[src/rtl/rx_target_if.sv]
// Target-side sdio pins plus the register access port of rx_target.
// The slave modport is the target's view; master is the host/register-file side.
interface rx_target_if;
    logic        sdi;
    logic        sdo;
    logic        sdo_oe;
    logic        reg_wvalid;
    logic [3:0]  reg_addr;
    logic [15:0] reg_wdata;
    logic [15:0] reg_rdata;

    modport master (
        output sdi, reg_rdata,
        input  sdo, sdo_oe, reg_wvalid, reg_addr, reg_wdata
    );

    modport slave (
        input  sdi, reg_rdata,
        output sdo, sdo_oe, reg_wvalid, reg_addr, reg_wdata
    );
endinterface

[src/rtl/rx_target.sv]
// Remote end of the sdio link: decodes a 22-bit command frame, strobes a register
// write, then turns the bus around and returns scrambled samples plus a readback word.
module rx_target #(
    parameter int TX_ON     = 25,
    parameter int TX_OFFSET = 32,
    parameter int TX_BITS   = 208
) (
    input  logic         clock,
    input  logic         reset,
    rx_target_if.slave   bus,
    input  logic [191:0] sample_data,
    output logic         sample_latch,
    output logic         frame_err
);
    typedef enum logic [2:0] {IDLE, START2, CMD, TURN, TX} state_t;

    localparam logic [21:0] LFSR_SEED       = 22'h3FFFFF;
    localparam logic [7:0]  S_CMD_LAST      = 8'd21;
    localparam logic [7:0]  S_OE_LOAD       = 8'(TX_ON - 1);
    localparam logic [7:0]  S_TX_LOAD_FIRST = 8'(TX_OFFSET - 1);
    localparam logic [7:0]  S_TX_LAST       = 8'(TX_OFFSET + TX_BITS - 1);
    localparam logic [7:0]  SAMPLE_BITS     = 8'd192;

    state_t        state, state_next;
    logic [7:0]    slot;
    logic [18:0]   cmd_shift;
    logic [19:0]   cmd_word;
    logic [191:0]  shadow;
    logic [15:0]   readback;
    logic [21:0]   lfsr, lfsr_next;
    logic          lfsr_reseed;
    logic [7:0]    bit_idx;
    logic [2:0]    chan;
    logic [4:0]    chan_bit;
    logic [7:0]    sample_idx;
    logic          data_bit;
    logic          load_bit;
    logic          sdo_next, sdo_oe_next;

    assign cmd_word = {cmd_shift, bus.sdi};

    // NOTE: every always_comb output gets a default first, so no path leaves it unassigned and no latch is inferred.
    always_comb begin
        state_next   = state;
        sample_latch = 1'b0;
        frame_err    = 1'b0;
        unique case (state)
            IDLE: begin
                if (!bus.sdi) begin
                    state_next   = START2;
                    sample_latch = 1'b1;
                end
            end
            START2: begin
                if (bus.sdi) begin
                    state_next = IDLE;
                    frame_err  = 1'b1;
                end else begin
                    state_next = CMD;
                end
            end
            CMD:  if (slot == S_CMD_LAST)      state_next = TURN;
            TURN: if (slot == S_TX_LOAD_FIRST) state_next = TX;
            TX:   if (slot == S_TX_LAST)       state_next = IDLE;
            default: state_next = IDLE;
        endcase
        if (reset) begin
            sample_latch = 1'b0;
            frame_err    = 1'b0;
        end
    end

    // sdo is loaded one slot ahead, so bit n is computed at s=TX_OFFSET-1+n
    // and scrambled with the LFSR value that will be current when it is on the wire.
    always_comb begin
        lfsr_reseed = (state == TURN) && (slot == S_TX_LOAD_FIRST) && (bus.reg_addr == 4'h4);
        lfsr_next   = lfsr_reseed ? LFSR_SEED : {lfsr[20:0], lfsr[21] ^ lfsr[20]};

        bit_idx    = slot - S_TX_LOAD_FIRST;
        chan       = ~bit_idx[2:0];
        chan_bit   = 5'd23 - bit_idx[7:3];
        sample_idx = {1'b0, chan, 4'b0} + {2'b0, chan, 3'b0} + {3'b0, chan_bit};

        if (bit_idx < SAMPLE_BITS) begin
            data_bit = shadow[sample_idx] ^ lfsr_next[21];
        end else begin
            data_bit = readback[~bit_idx[3:0]];
        end

        load_bit    = ((state == TURN) && (slot == S_TX_LOAD_FIRST)) ||
                      ((state == TX) && (slot != S_TX_LAST));
        sdo_next    = load_bit ? data_bit : 1'b1;
        sdo_oe_next = ((state == TURN) && (slot >= S_OE_LOAD)) ||
                      ((state == TX) && (slot != S_TX_LAST));
    end

    // NOTE: sequential state uses non-blocking assignments so every register samples pre-edge values.
    always_ff @(posedge clock) begin
        if (reset) begin
            state          <= IDLE;
            slot           <= 8'd0;
            lfsr           <= LFSR_SEED;
            bus.sdo        <= 1'b1;
            bus.sdo_oe     <= 1'b0;
            bus.reg_wvalid <= 1'b0;
            bus.reg_addr   <= 4'hF;
            bus.reg_wdata  <= 16'h0000;
        end else begin
            state          <= state_next;
            slot           <= (state_next == IDLE) ? 8'd0 : slot + 8'd1;
            lfsr           <= lfsr_next;
            bus.sdo        <= sdo_next;
            bus.sdo_oe     <= sdo_oe_next;
            bus.reg_wvalid <= 1'b0;
            if ((state == CMD) && (slot == S_CMD_LAST)) begin
                bus.reg_addr   <= cmd_word[19:16];
                bus.reg_wdata  <= cmd_word[15:0];
                bus.reg_wvalid <= ~cmd_word[19];
            end
        end
    end

    // NOTE: datapath registers carry no reset; each is only consumed after a qualified load in the current frame.
    always_ff @(posedge clock) begin
        if (sample_latch) begin
            shadow <= sample_data;
        end
        if (state == CMD) begin
            cmd_shift <= {cmd_shift[17:0], bus.sdi};
        end
        if ((state == TURN) && (slot == S_TX_LOAD_FIRST)) begin
            readback <= bus.reg_rdata;
        end
    end
endmodule
[src/flat_wrapper.sv]
// flat-port wrapper written by rule: the top's interface ports become plain ports
module rx_target_flat 
#(
    parameter int TX_ON     = 25,
    parameter int TX_OFFSET = 32,
    parameter int TX_BITS   = 208
)
  (clock, reset, sample_data, sample_latch, frame_err, bus_sdi, bus_reg_rdata, bus_sdo, bus_sdo_oe, bus_reg_wvalid, bus_reg_addr, bus_reg_wdata);
  rx_target_if bus_i ();
  input  logic clock;
  input  logic reset;
  input  logic [191:0] sample_data;
  output logic sample_latch;
  output logic frame_err;
  input wire logic [$bits(bus_i.sdi)-1:0] bus_sdi;
  input wire logic [$bits(bus_i.reg_rdata)-1:0] bus_reg_rdata;
  output wire logic [$bits(bus_i.sdo)-1:0] bus_sdo;
  output wire logic [$bits(bus_i.sdo_oe)-1:0] bus_sdo_oe;
  output wire logic [$bits(bus_i.reg_wvalid)-1:0] bus_reg_wvalid;
  output wire logic [$bits(bus_i.reg_addr)-1:0] bus_reg_addr;
  output wire logic [$bits(bus_i.reg_wdata)-1:0] bus_reg_wdata;
  assign bus_i.sdi = bus_sdi;
  assign bus_i.reg_rdata = bus_reg_rdata;
  assign bus_sdo = bus_i.sdo;
  assign bus_sdo_oe = bus_i.sdo_oe;
  assign bus_reg_wvalid = bus_i.reg_wvalid;
  assign bus_reg_addr = bus_i.reg_addr;
  assign bus_reg_wdata = bus_i.reg_wdata;
  rx_target #(.TX_ON(TX_ON), .TX_OFFSET(TX_OFFSET), .TX_BITS(TX_BITS)) u_core (.clock(clock), .reset(reset), .bus(bus_i), .sample_data(sample_data), .sample_latch(sample_latch), .frame_err(frame_err));
endmodule
[config.mk]
export PLATFORM = sky130hd
export DESIGN_NAME = rx_target_flat
export DESIGN_NICKNAME = d
export VERILOG_FILES = /design/src/rtl/rx_target_if.sv /design/src/rtl/rx_target.sv /design/src/flat_wrapper.sv
export SDC_FILE = /design/constraint.sdc
export NUM_CORES = 1
export LEC_CHECK = 0
export CORE_UTILIZATION = 39
export CTS_BUF_LIST = sky130_fd_sc_hd__clkbuf_8
export DETAILED_ROUTE_END_ITERATION = 8
export PLACE_DENSITY = 0.72
export SETUP_SLACK_MARGIN = 0.4
export SYNTH_ARGS = -nofsm -noshare
export SYNTH_HDL_FRONTEND = slang
export SYNTH_SLANG_ARGS = --single-unit
[constraint.sdc]
create_clock -name clock -period 63.2 [get_ports clock]
set_input_delay 15.8 -clock clock [delete_from_list [all_inputs] [get_ports clock]]
set_output_delay 15.8 -clock clock [all_outputs]
set_load 0.005 [all_outputs]
==> results of run 1 <==
report_power, final:
group / switching [uW] / internal, uW / total, uW
clock: 73.5 / 79.7 / 153
combinational: 16.9 / 19.5 / 36.3
sequential: 2.26 / 209 / 211
metal layers:
metal / vias up / GRT usage, % / wire, um
li1: 3045 / - / -
met2: 215 / 27.5 / 11600
met3: 46 / 5.36 / 1740
met5: - / 0 / 0
met4: 0 / 6.46 / 616
met1: 2998 / 20.3 / 9570
worst max path at each step:
stage            start            to  depth (start not counted)
2_1_floorplan    reset  sample_latch                          4
3_3_place_gp   bus_sdi  sample_latch                          5
3_5_place_dp   bus_sdi  sample_latch                          5
4_1_cts        bus_sdi  sample_latch                          5
5_1_grt        bus_sdi  sample_latch                          5
6_report       bus_sdi  sample_latch                          5
state kept, by name, summed over array words and instances (netlist names):
name	count
u_core.slot	8
u_core.cmd_shift	19
u_core.bus.sdo_oe	1
u_core.bus.reg_wdata	16
u_core.readback	16
u_core.lfsr	22
u_core.state	3
u_core.bus.reg_addr	4
u_core.shadow	192
u_core.bus.reg_wvalid	1
u_core.bus.sdo	1
metrics by stage:
stage	instances	utilization, %
global route	1323	52.7
floorplan	645	-
global placement	1234	49.4
finish	1323	52.7
detailed placement	1234	49.4
CTS	1323	52.7
synth_stat cells, types with 2 or more instances:
| cell type | count | share of area, % |
|---|---|---|
| a21o_1 | 2 | 0.14 |
| a21oi_1 | 23 | 1.0 |
| a22oi_2 | 2 | 0.23 |
| a311oi_1 | 4 | 0.32 |
| a31oi_1 | 2 | 0.11 |
| and2_1 | 2 | 0.11 |
| and3_1 | 2 | 0.11 |
| buf_2 | 2 | 0.091 |
| buf_4 | 5 | 0.34 |
| buf_6 | 7 | 0.72 |
| clkbuf_1 | 17 | 0.58 |
| dfxtp_1 | 56 | 10 |
| edfxtp_1 | 227 | 62 |
| ha_1 | 9 | 1.0 |
| inv_1 | 8 | 0.27 |
| mux2_2 | 2 | 0.21 |
| mux2i_1 | 47 | 4.3 |
| mux4_1 | 4 | 0.96 |
| mux4_2 | 34 | 7.0 |
| nand2_1 | 62 | 2.1 |
| nand2b_1 | 2 | 0.11 |
| nand3_1 | 20 | 0.91 |
| nand3b_1 | 4 | 0.27 |
| nand4_1 | 6 | 0.34 |
| nor2_1 | 17 | 0.58 |
| nor2b_1 | 3 | 0.17 |
| nor3_1 | 8 | 0.37 |
| nor4_1 | 2 | 0.11 |
| o211ai_1 | 3 | 0.21 |
| o21ai_0 | 3 | 0.14 |
| o21ai_1 | 2 | 0.091 |
| o221ai_1 | 3 | 0.24 |
| o22ai_1 | 2 | 0.11 |
| or3_1 | 25 | 1.4 |
| xnor2_1 | 6 | 0.48 |
| xor2_1 | 5 | 0.40 |
cells in the final DEF, fill, tap and decap left out, drive strengths merged, types with 3 or more instances in the layout:
master / n
a21oi: 23
a22oi: 3
a311oi: 5
buf: 8
clkbuf: 51
clkdlybuf4s50: 235
clkinv: 23
clkinvlp: 3
dfxtp: 56
edfxtp: 227
ha: 9
inv: 19
mux2i: 47
mux4: 38
nand2: 62
nand3: 22
nand3b: 4
nand4: 6
nor2: 18
nor2b: 3
nor3: 8
o211ai: 4
o21ai: 5
o221ai: 3
or3: 25
xnor2: 6
xor2: 6
cells by family after synthesis:
kind of cell	Yosys count
buf+inv	40
flops	283
simple gates	157
xor+xnor	12
fa+ha+maj	10
mux	87
compound gates	56
layout make-up:
| cell class | count | area (um2) | area share [%] |
|---|---|---|---|
| Sequential cell | 283 | 7940 | 54.4 |
| Multi-Input combinational cell | 322 | 2830 | 19.4 |
| Timing Repair Buffer | 243 | 2410 | 16.5 |
| Clock buffer | 51 | 702 | 4.81 |
| Tap cell | 378 | 473 | 3.24 |
| Clock inverter | 38 | 210 | 1.44 |
| Inverter | 8 | 30.0 | 0.206 |
critical path: cells and delay by family:
kind	cells	cell delay (ps)
buffers and inverters	3	1640
and+or+nand+nor	2	550
==> flow_summary_export.csv, run 1 <==
group,metric,value,unit
min_path,hp-class,"register to register",
clock_network,clk_pin_slew,60,ps
floorplan,die_width,170,um
global_routing,grt_pass1_vias,6636,
setup_path,cp.arrival,18040,ps
synthesis,synth_top_family_by_area,"multiplexers",
synthesis,yosysUniqueCellTypes,53,
power,irDropWorstVdd,0.0000169,V
timing,clock.fmax,29.6,MHz
clock_network,cts_setup_buffers,0,
setup_path,startpoint_type,"input pin",
clock_network,htreeDepth,2,
clock_network,ctsResizeCount,0,
global_routing,grt_overflow,0,
timing,setup_ws,29360,ps
setup_path,reg2reg_from,"u_core.slot[0]",
run,drv_cap,0,
clock_network,cts_tree,"done",
timing,setup_viol,0,
synthesis,netlist_area,0.0110,mm2
setup_path,reg2regPathDepth,16,
place,dp_hpwl,16400,um
setup_path,rr_endpoint,"u_core.bus.sdo",
place,gp_congestion,0.745,
timing,relSlewSlack,25.5,%
clock_network,root_buffer,"clkbuf_8",
drt,drt_first_pass_iters,4,
min_path,hold_end,"u_core.lfsr[8]",
status,status,"complete, no violations",
drt,drt.antenna.violating_nets,0,
timing,period_minus_slack,33840,ps
global_routing,grt_max_degree,85,
floorplan,dieHeight,170,um
clock_network,cts_sinks,283,
synthesis,syn_area_per_cell,17.0,um2
setup_path,critPathMostFrequentCell,"clkdlybuf4s50_1",
place,port_buffers,235,
finish,final_layout_size_suffix_gt1_share,13.2,%
setup_path,cp_slowest_stage_delay,620,ps
setup_path,required,47400,ps
timing,rsz0062_at_grt,"false",
clock_network,cts_buffers,48,
drt,routedWlPerCell,17.7,um
global_routing,grt_first_pass_wirelength,36000,um
min_path,hold_path.startpoint,"u_core.lfsr[7]",
synthesis,yosysSeqAreaShare,72.4,%
synthesis,synth_compound_area_share,3.70,%
timing,finalSetupTns,0,ps
place,dpl_worst_slack,29350,ps
drt,wl,23500,um
synthesis,syn_nets,866,
synthesis,yosys_warnings,0,
synthesis,synth_xor_area_share,1.03,%
min_path,hold_path_depth,1,
finish,fin_nets,1127,
setup_path,reg2reg_slack,58110,ps
drt,via_per_inst,4.76,
finish,antenna_cells,0,
synthesis,synth-seq-cells,283,
drt,drt_iter0_drc,297,
timing,slew_violations,0,
synthesis,synth-simple-area-share,7.05,%
finish,fin_area,0.0146,mm2
floorplan,core_area,0.0277,mm2
place,place_area,0.0137,mm2
synthesis,async_flop_share,0,%
synthesis,ys.flop_type,"edfxtp_1",
global_routing,antenna_found_initial,0,
synthesis,synth_cells,645,
setup_path,cp_cell_sequence,"clkdlybuf4s50_1 -> or3_1 -> nor3_2 -> buf_4 -> clkdlybuf4s50_1",
floorplan,initial_utilization,39.6,%
floorplan,die_area,0.0288,mm2
synthesis,synth_mux_area_share,12.4,%
setup_path,critPathCaptureType,"primary output",
finish,final.fill_count,2284,
finish,area_growth,33.1,%
global_routing,grtUsageTotal,16.7,%
power,p_per_area,27.5,mW/mm2
floorplan,io_pins,236,
clock_network,cts_hold_buf,0,
setup_path,slowest_stage,"clkdlybuf4s50_1",
drt,drc,0,
timing,period_share,53.5,%
timing,worst_slew_pin_slew,1120,ps
timing,hold_ws,409,ps
synthesis,synth-adder-area-share,1.21,%
floorplan,rows,61,
timing,finalHoldViolations,0,
clock_network,clock_latency,580,ps
synthesis,synth_edf_count,227,
setup_path,criticalPathCategory,"input pin to primary output",
power,leakage,0.00519,uW
clock_network,clockBufferDepth,3,
drt,via_count,6304,
power,design_power_total,401,uW
timing,skew,39.6,ps
setup_path,cp_max_fo,47,
Note: power is estimated with default switching activity, not from simulation.
==> inputs of run 2 (changes only) <==
Clock period 63.2 ns to 31.2 ns, I/O delays scaled along.
==> run 2 against run 1 <==
  * Die area did not move
  * Register-to-register slack got worse by 32000 ps
  * Critical path depth fell by 1
  * Largest power group unchanged
  * Worst hold slack got worse by 1.6 ps
  * Core utilization rose by 0.51 points
  * Critical endpoint unchanged
  * Sequential cell count did not move
  * Design area rose by 0.98%
  * Cell count barely moved
  * Critical path type unchanged
==> flow_summary_export.csv, run 2 (synthesis results as in run 1) <==
group,metric,value,unit
timing,worst_slew_pin_slew,1130,ps
finish,fin_area,0.0147,mm2
clock_network,clockBufferDepth,3,
floorplan,rows,61,
finish,regMostFlops,"u_core.shadow",
power,p_per_area,58.0,mW/mm2
min_path,hp-class,"register to register",
setup_path,required,23400,ps
clock_network,cts_setup_buffers,0,
timing,period_minus_slack,17640,ps
floorplan,dieHeight,170,um
power,irDropWorstVdd,0.0000308,V
clock_network,cts_tree,"done",
finish,layout_commonest_cell,"clkdlybuf4s50_1",
place,port_buffers,235,
setup_path,slowest_stage,"clkdlybuf4s50_1",
finish,largest_registers,"u_core.shadow: 192 flops, u_core.lfsr: 22 flops, u_core.cmd_shift: 19 flops",
timing,rsz0062_at_grt,"false",
setup_path,critPathCaptureType,"primary output",
finish,final_cells,1322,
power,leakage,0.00527,uW
drt,drt.antenna.violating_nets,0,
clock_network,ctsResizeCount,0,
drt,wl,23500,um
place,dpl_worst_slack,13560,ps
floorplan,die_area,0.0288,mm2
drt,via_count,6355,
floorplan,core_area,0.0277,mm2
timing,relSlewSlack,24.4,%
drt,routedWlPerCell,17.7,um
timing,skew,32.7,ps
clock_network,clock_latency,560,ps
run,drv_cap,0,
finish,largest_reg_flops,192,
clock_network,root_buffer,"clkbuf_8",
place,place_area,0.0137,mm2
clock_network,cts_buffers,48,
clock_network,cts_hold_buf,0,
global_routing,grt_first_pass_wirelength,35500,um
clock_network,cts_sinks,283,
floorplan,die_width,170,um
global_routing,grtUsageTotal,16.5,%
drt,drc,0,
timing,setup_viol,0,
timing,clock.fmax,56.7,MHz
setup_path,critPathMostFrequentCell,"clkdlybuf4s50_1",
finish,final_layout_size_suffix_gt1_share,13.7,%
setup_path,cp_cell_sequence,"clkdlybuf4s50_1 -> or3_1 -> nor3_2 -> clkdlybuf4s50_1",
floorplan,initial_utilization,39.6,%
place,dp_hpwl,16300,um
clock_network,htreeDepth,2,
global_routing,grt_max_degree,193,
drt,via_per_inst,4.81,
status,status,"complete, no violations",
clock_network,clk_pin_slew,60,ps
setup_path,cp_num_buf_inv,2,
setup_path,criticalPathCategory,"input pin to primary output",
place,place_inst,1232,
place,gp_congestion,0.751,
drt,drt_first_pass_iters,5,
timing,slew_violations,0,
timing,finalSetupTns,0,ps
setup_path,cp_top_family,"buffers and inverters",
setup_path,cp.arrival,9840,ps
finish,antenna_cells,0,
finish,area_growth,34.4,%
timing,setup_ws,13560,ps
global_routing,grt_overflow,0,
setup_path,cp_max_fo,5,
finish,final_cell_mix,"clkdlybuf4s50_1 (235), edfxtp_1 (227), nand2_1 (62)",
global_routing,grt_pass1_vias,6546,
global_routing,antenna_found_initial,0,
timing,period_share,56.5,%
drt,drt_iter0_drc,388,
timing,finalHoldViolations,0,
setup_path,cp_slowest_stage_delay,680,ps
finish,fin_nets,1125,
floorplan,io_pins,236,
setup_path,startpoint_type,"input pin",
-- run 2: stage by stage --
step | util, % | hold slack (ps) | power (uW)
2_1_floorplan | - | 390 | 475
3_3_place_gp | 49.4 | 394 | 509
3_5_place_dp | 49.4 | 399 | 510
4_1_cts | 53.2 | 415 | 868
5_1_grt | 53.2 | 432 | 890
6_report | 53.2 | 407 | 855
-- run 2: power by group --
part | switching (uW) | internal, uW
clock network | 148 | 206
logic | 33.8 | 39.5
registers | 4.51 | 424
-- run 2: routing by layer --
metal	part of all wire (%)	track usage (%)	up-vias
li1	-	-	3042
met1	40	20.2	3058
met2	51	28.2	229
met3	7.5	5.04	26
met4	1.3	4.50	0
met5	0	0	-
-- run 2: layout make-up --
cell class / instances / area, um2
multi-input cells: 322 / 2830
inverters: 8 / 30.0
repair buffers: 241 / 2410
fillers: 2224 / 13000
clock buffers: 52 / 716
well taps: 378 / 473
clock inverters: 38 / 342
flip-flops and latches: 283 / 7940
-- run 2: worst paths after layout --
kind	depth (start not counted)	slack, ps	startpoint	end
worst max-delay path	4	13560	bus_sdi	sample_latch
worst min-delay path	1	410	u_core.lfsr[11]	u_core.lfsr[12]
worst min register to register	1	410	u_core.lfsr[11]	u_core.lfsr[12]
worst max register to register	16	26150	u_core.slot[0]	u_core.bus.sdo
==> inputs of run 3 (changes only) <==
Clock period 31.2 ns to 17.7 ns, I/O delays scaled along.
==> run 3 against run 2 <==
  * Cell count is 0.45% lower
  * Core utilization shrank 0.79 points
  * Non-clock buffer count is 3 higher
  * Via count grew 1.0%
  * Critical endpoint unchanged
  * Sequential power rose by 76%
  * Highest routed layer unchanged
  * Sequential cell count is the same
  * Setup slack got worse by 7100 ps
  * Combinational power is 76% higher
  * Power grew 63%
==> flow_summary_export.csv, run 3 (synthesis results as in run 1) <==
group,metric,value,unit
status,status,"complete, no violations",
global_routing,grtUsageTotal,16.7,%
floorplan,io_pins,236,
global_routing,grt_max_degree,79,
setup_path,cp_max_fo,58,
clock_network,htreeDepth,2,
finish,regMostFlops,"u_core.shadow",
clock_network,cts_buffers,45,
floorplan,core_area,0.0277,mm2
finish,fin_nets,1125,
global_routing,antenna_found_initial,0,
global_routing,grt_first_pass_wirelength,36300,um
finish,largest_reg_flops,192,
place,gp_congestion,0.786,
power,irDropWorstVdd,0.0000574,V
drt,wl,23700,um
setup_path,required,13280,ps
setup_path,critPathMostFrequentCell,"clkdlybuf4s50_1",
clock_network,cts_setup_buffers,0,
drt,via_per_inst,4.88,
timing,period_minus_slack,11270,ps
floorplan,die_width,170,um
setup_path,cp.arrival,6840,ps
place,dp_hpwl,16500,um
setup_path,criticalPathCategory,"input pin to primary output",
drt,drt.antenna.violating_nets,0,
timing,clock.fmax,88.8,MHz
timing,setup_viol,0,
setup_path,startpoint_type,"input pin",
clock_network,cts_sinks,283,
setup_path,slowest_stage,"clkdlybuf4s50_1",
setup_path,cp_cell_sequence,"clkdlybuf4s50_1 -> or3_1 -> nor3_4 -> buf_4 -> clkdlybuf4s50_1",
place,port_buffers,235,
clock_network,root_buffer,"clkbuf_8",
floorplan,rows,61,
timing,rsz0062_at_grt,"false",
finish,layout_commonest_cell,"clkdlybuf4s50_1",
timing,worst_slew_pin_slew,1030,ps
timing,relSlewSlack,31.0,%
finish,largest_registers,"u_core.shadow: 192 flops, u_core.lfsr: 22 flops, u_core.cmd_shift: 19 flops",
finish,antenna_cells,0,
min_path,hp-class,"register to register",
clock_network,clk_pin_slew,60,ps
timing,finalSetupTns,0,ps
setup_path,cp_slowest_stage_delay,640,ps
floorplan,dieHeight,170,um
clock_network,clockBufferDepth,3,
finish,final_layout_size_suffix_gt1_share,12.0,%
setup_path,critPathCaptureType,"primary output",
clock_network,cts_hold_buf,0,
timing,slew_violations,0,
drt,routedWlPerCell,18.0,um
clock_network,clock_latency,550,ps
run,drv_cap,0,
drt,drt_first_pass_iters,4,
drt,drt_iter0_drc,516,
timing,skew,22.3,ps
drt,via_count,6420,
timing,period_share,63.7,%
timing,finalHoldViolations,0,
power,p_per_area,95.8,mW/mm2
finish,utilization,52.4,%
clock_network,ctsResizeCount,0,
floorplan,die_area,0.0288,mm2
clock_network,cts_tree,"done",
finish,area_growth,32.4,%
floorplan,initial_utilization,39.6,%
global_routing,grt_overflow,0,
drt,drc,0,
global_routing,grt_pass1_vias,6679,
finish,final_cell_mix,"clkdlybuf4s50_1 (235), edfxtp_1 (227), nand2_1 (62)",
power,leakage,0.00516,uW
[run 3: cell types whose count changed in the layout (fill, tap and decap cells not counted), moves of 2 or more]
cell | before | now
buf_4 | 5 | 9
bufinv_16 | 6 | 1
clkbuf_8 | 52 | 47
clkinv_1 | 3 | 13
clkinv_2 | 10 | 3
clkinvlp_4 | 3 | 1
[run 3: final timing paths]
path / from / endpoint / slack, ps / cells after the start
setup / recovery: bus_sdi / sample_latch / 6430 / 5
hold / removal: u_core.lfsr[10] / u_core.lfsr[11] / 410 / 1
setup reg to reg: u_core.slot[0] / u_core.bus.sdo / 12790 / 16
hold reg to reg: u_core.lfsr[10] / u_core.lfsr[11] / 410 / 1
[run 3: critical path, delay by kind of cell]
family | cells | cell delay [ps]
buffers and inverters | 3 | 1750
and+or+nand+nor | 2 | 600
[run 3: metrics by stage]
stage / instances / worst slack [ps] / hold slack (ps) / cell area, um2 / power (uW)
after floorplan: 645 / 961 / 390 / 11000 / 832
after global placement: 1235 / 6440 / 395 / 13700 / 895
after detailed placement: 1235 / 6420 / 397 / 13700 / 898
after CTS: 1316 / 6410 / 412 / 14500 / 1410
after global routing: 1316 / 6280 / 433 / 14500 / 1450
final: 1316 / 6430 / 409 / 14500 / 1390
[run 3: final cells by class]
type,count,area [um2]
Timing Repair Buffer,244,2420
Clock inverter,34,174
Sequential cell,283,7940
Multi-Input combinational cell,322,2830
Fill cell,2263,13200
Tap cell,378,473
Inverter,8,30.0
Clock buffer,47,647
[run 3: routing by layer]
layer | up-vias | track usage [%] | routed length (um)
li1 | 3035 | - | -
met1 | 3111 | 21.5 | 10100
met2 | 233 | 28.0 | 11600
met3 | 41 | 4.15 | 1490
met4 | 0 | 4.74 | 452
met5 | - | 0 | 0
[run 3: report_power, final]
group | switching [uW] | internal [uW]
clock network | 247 | 262
logic | 59.0 | 69.6
registers | 7.55 | 746
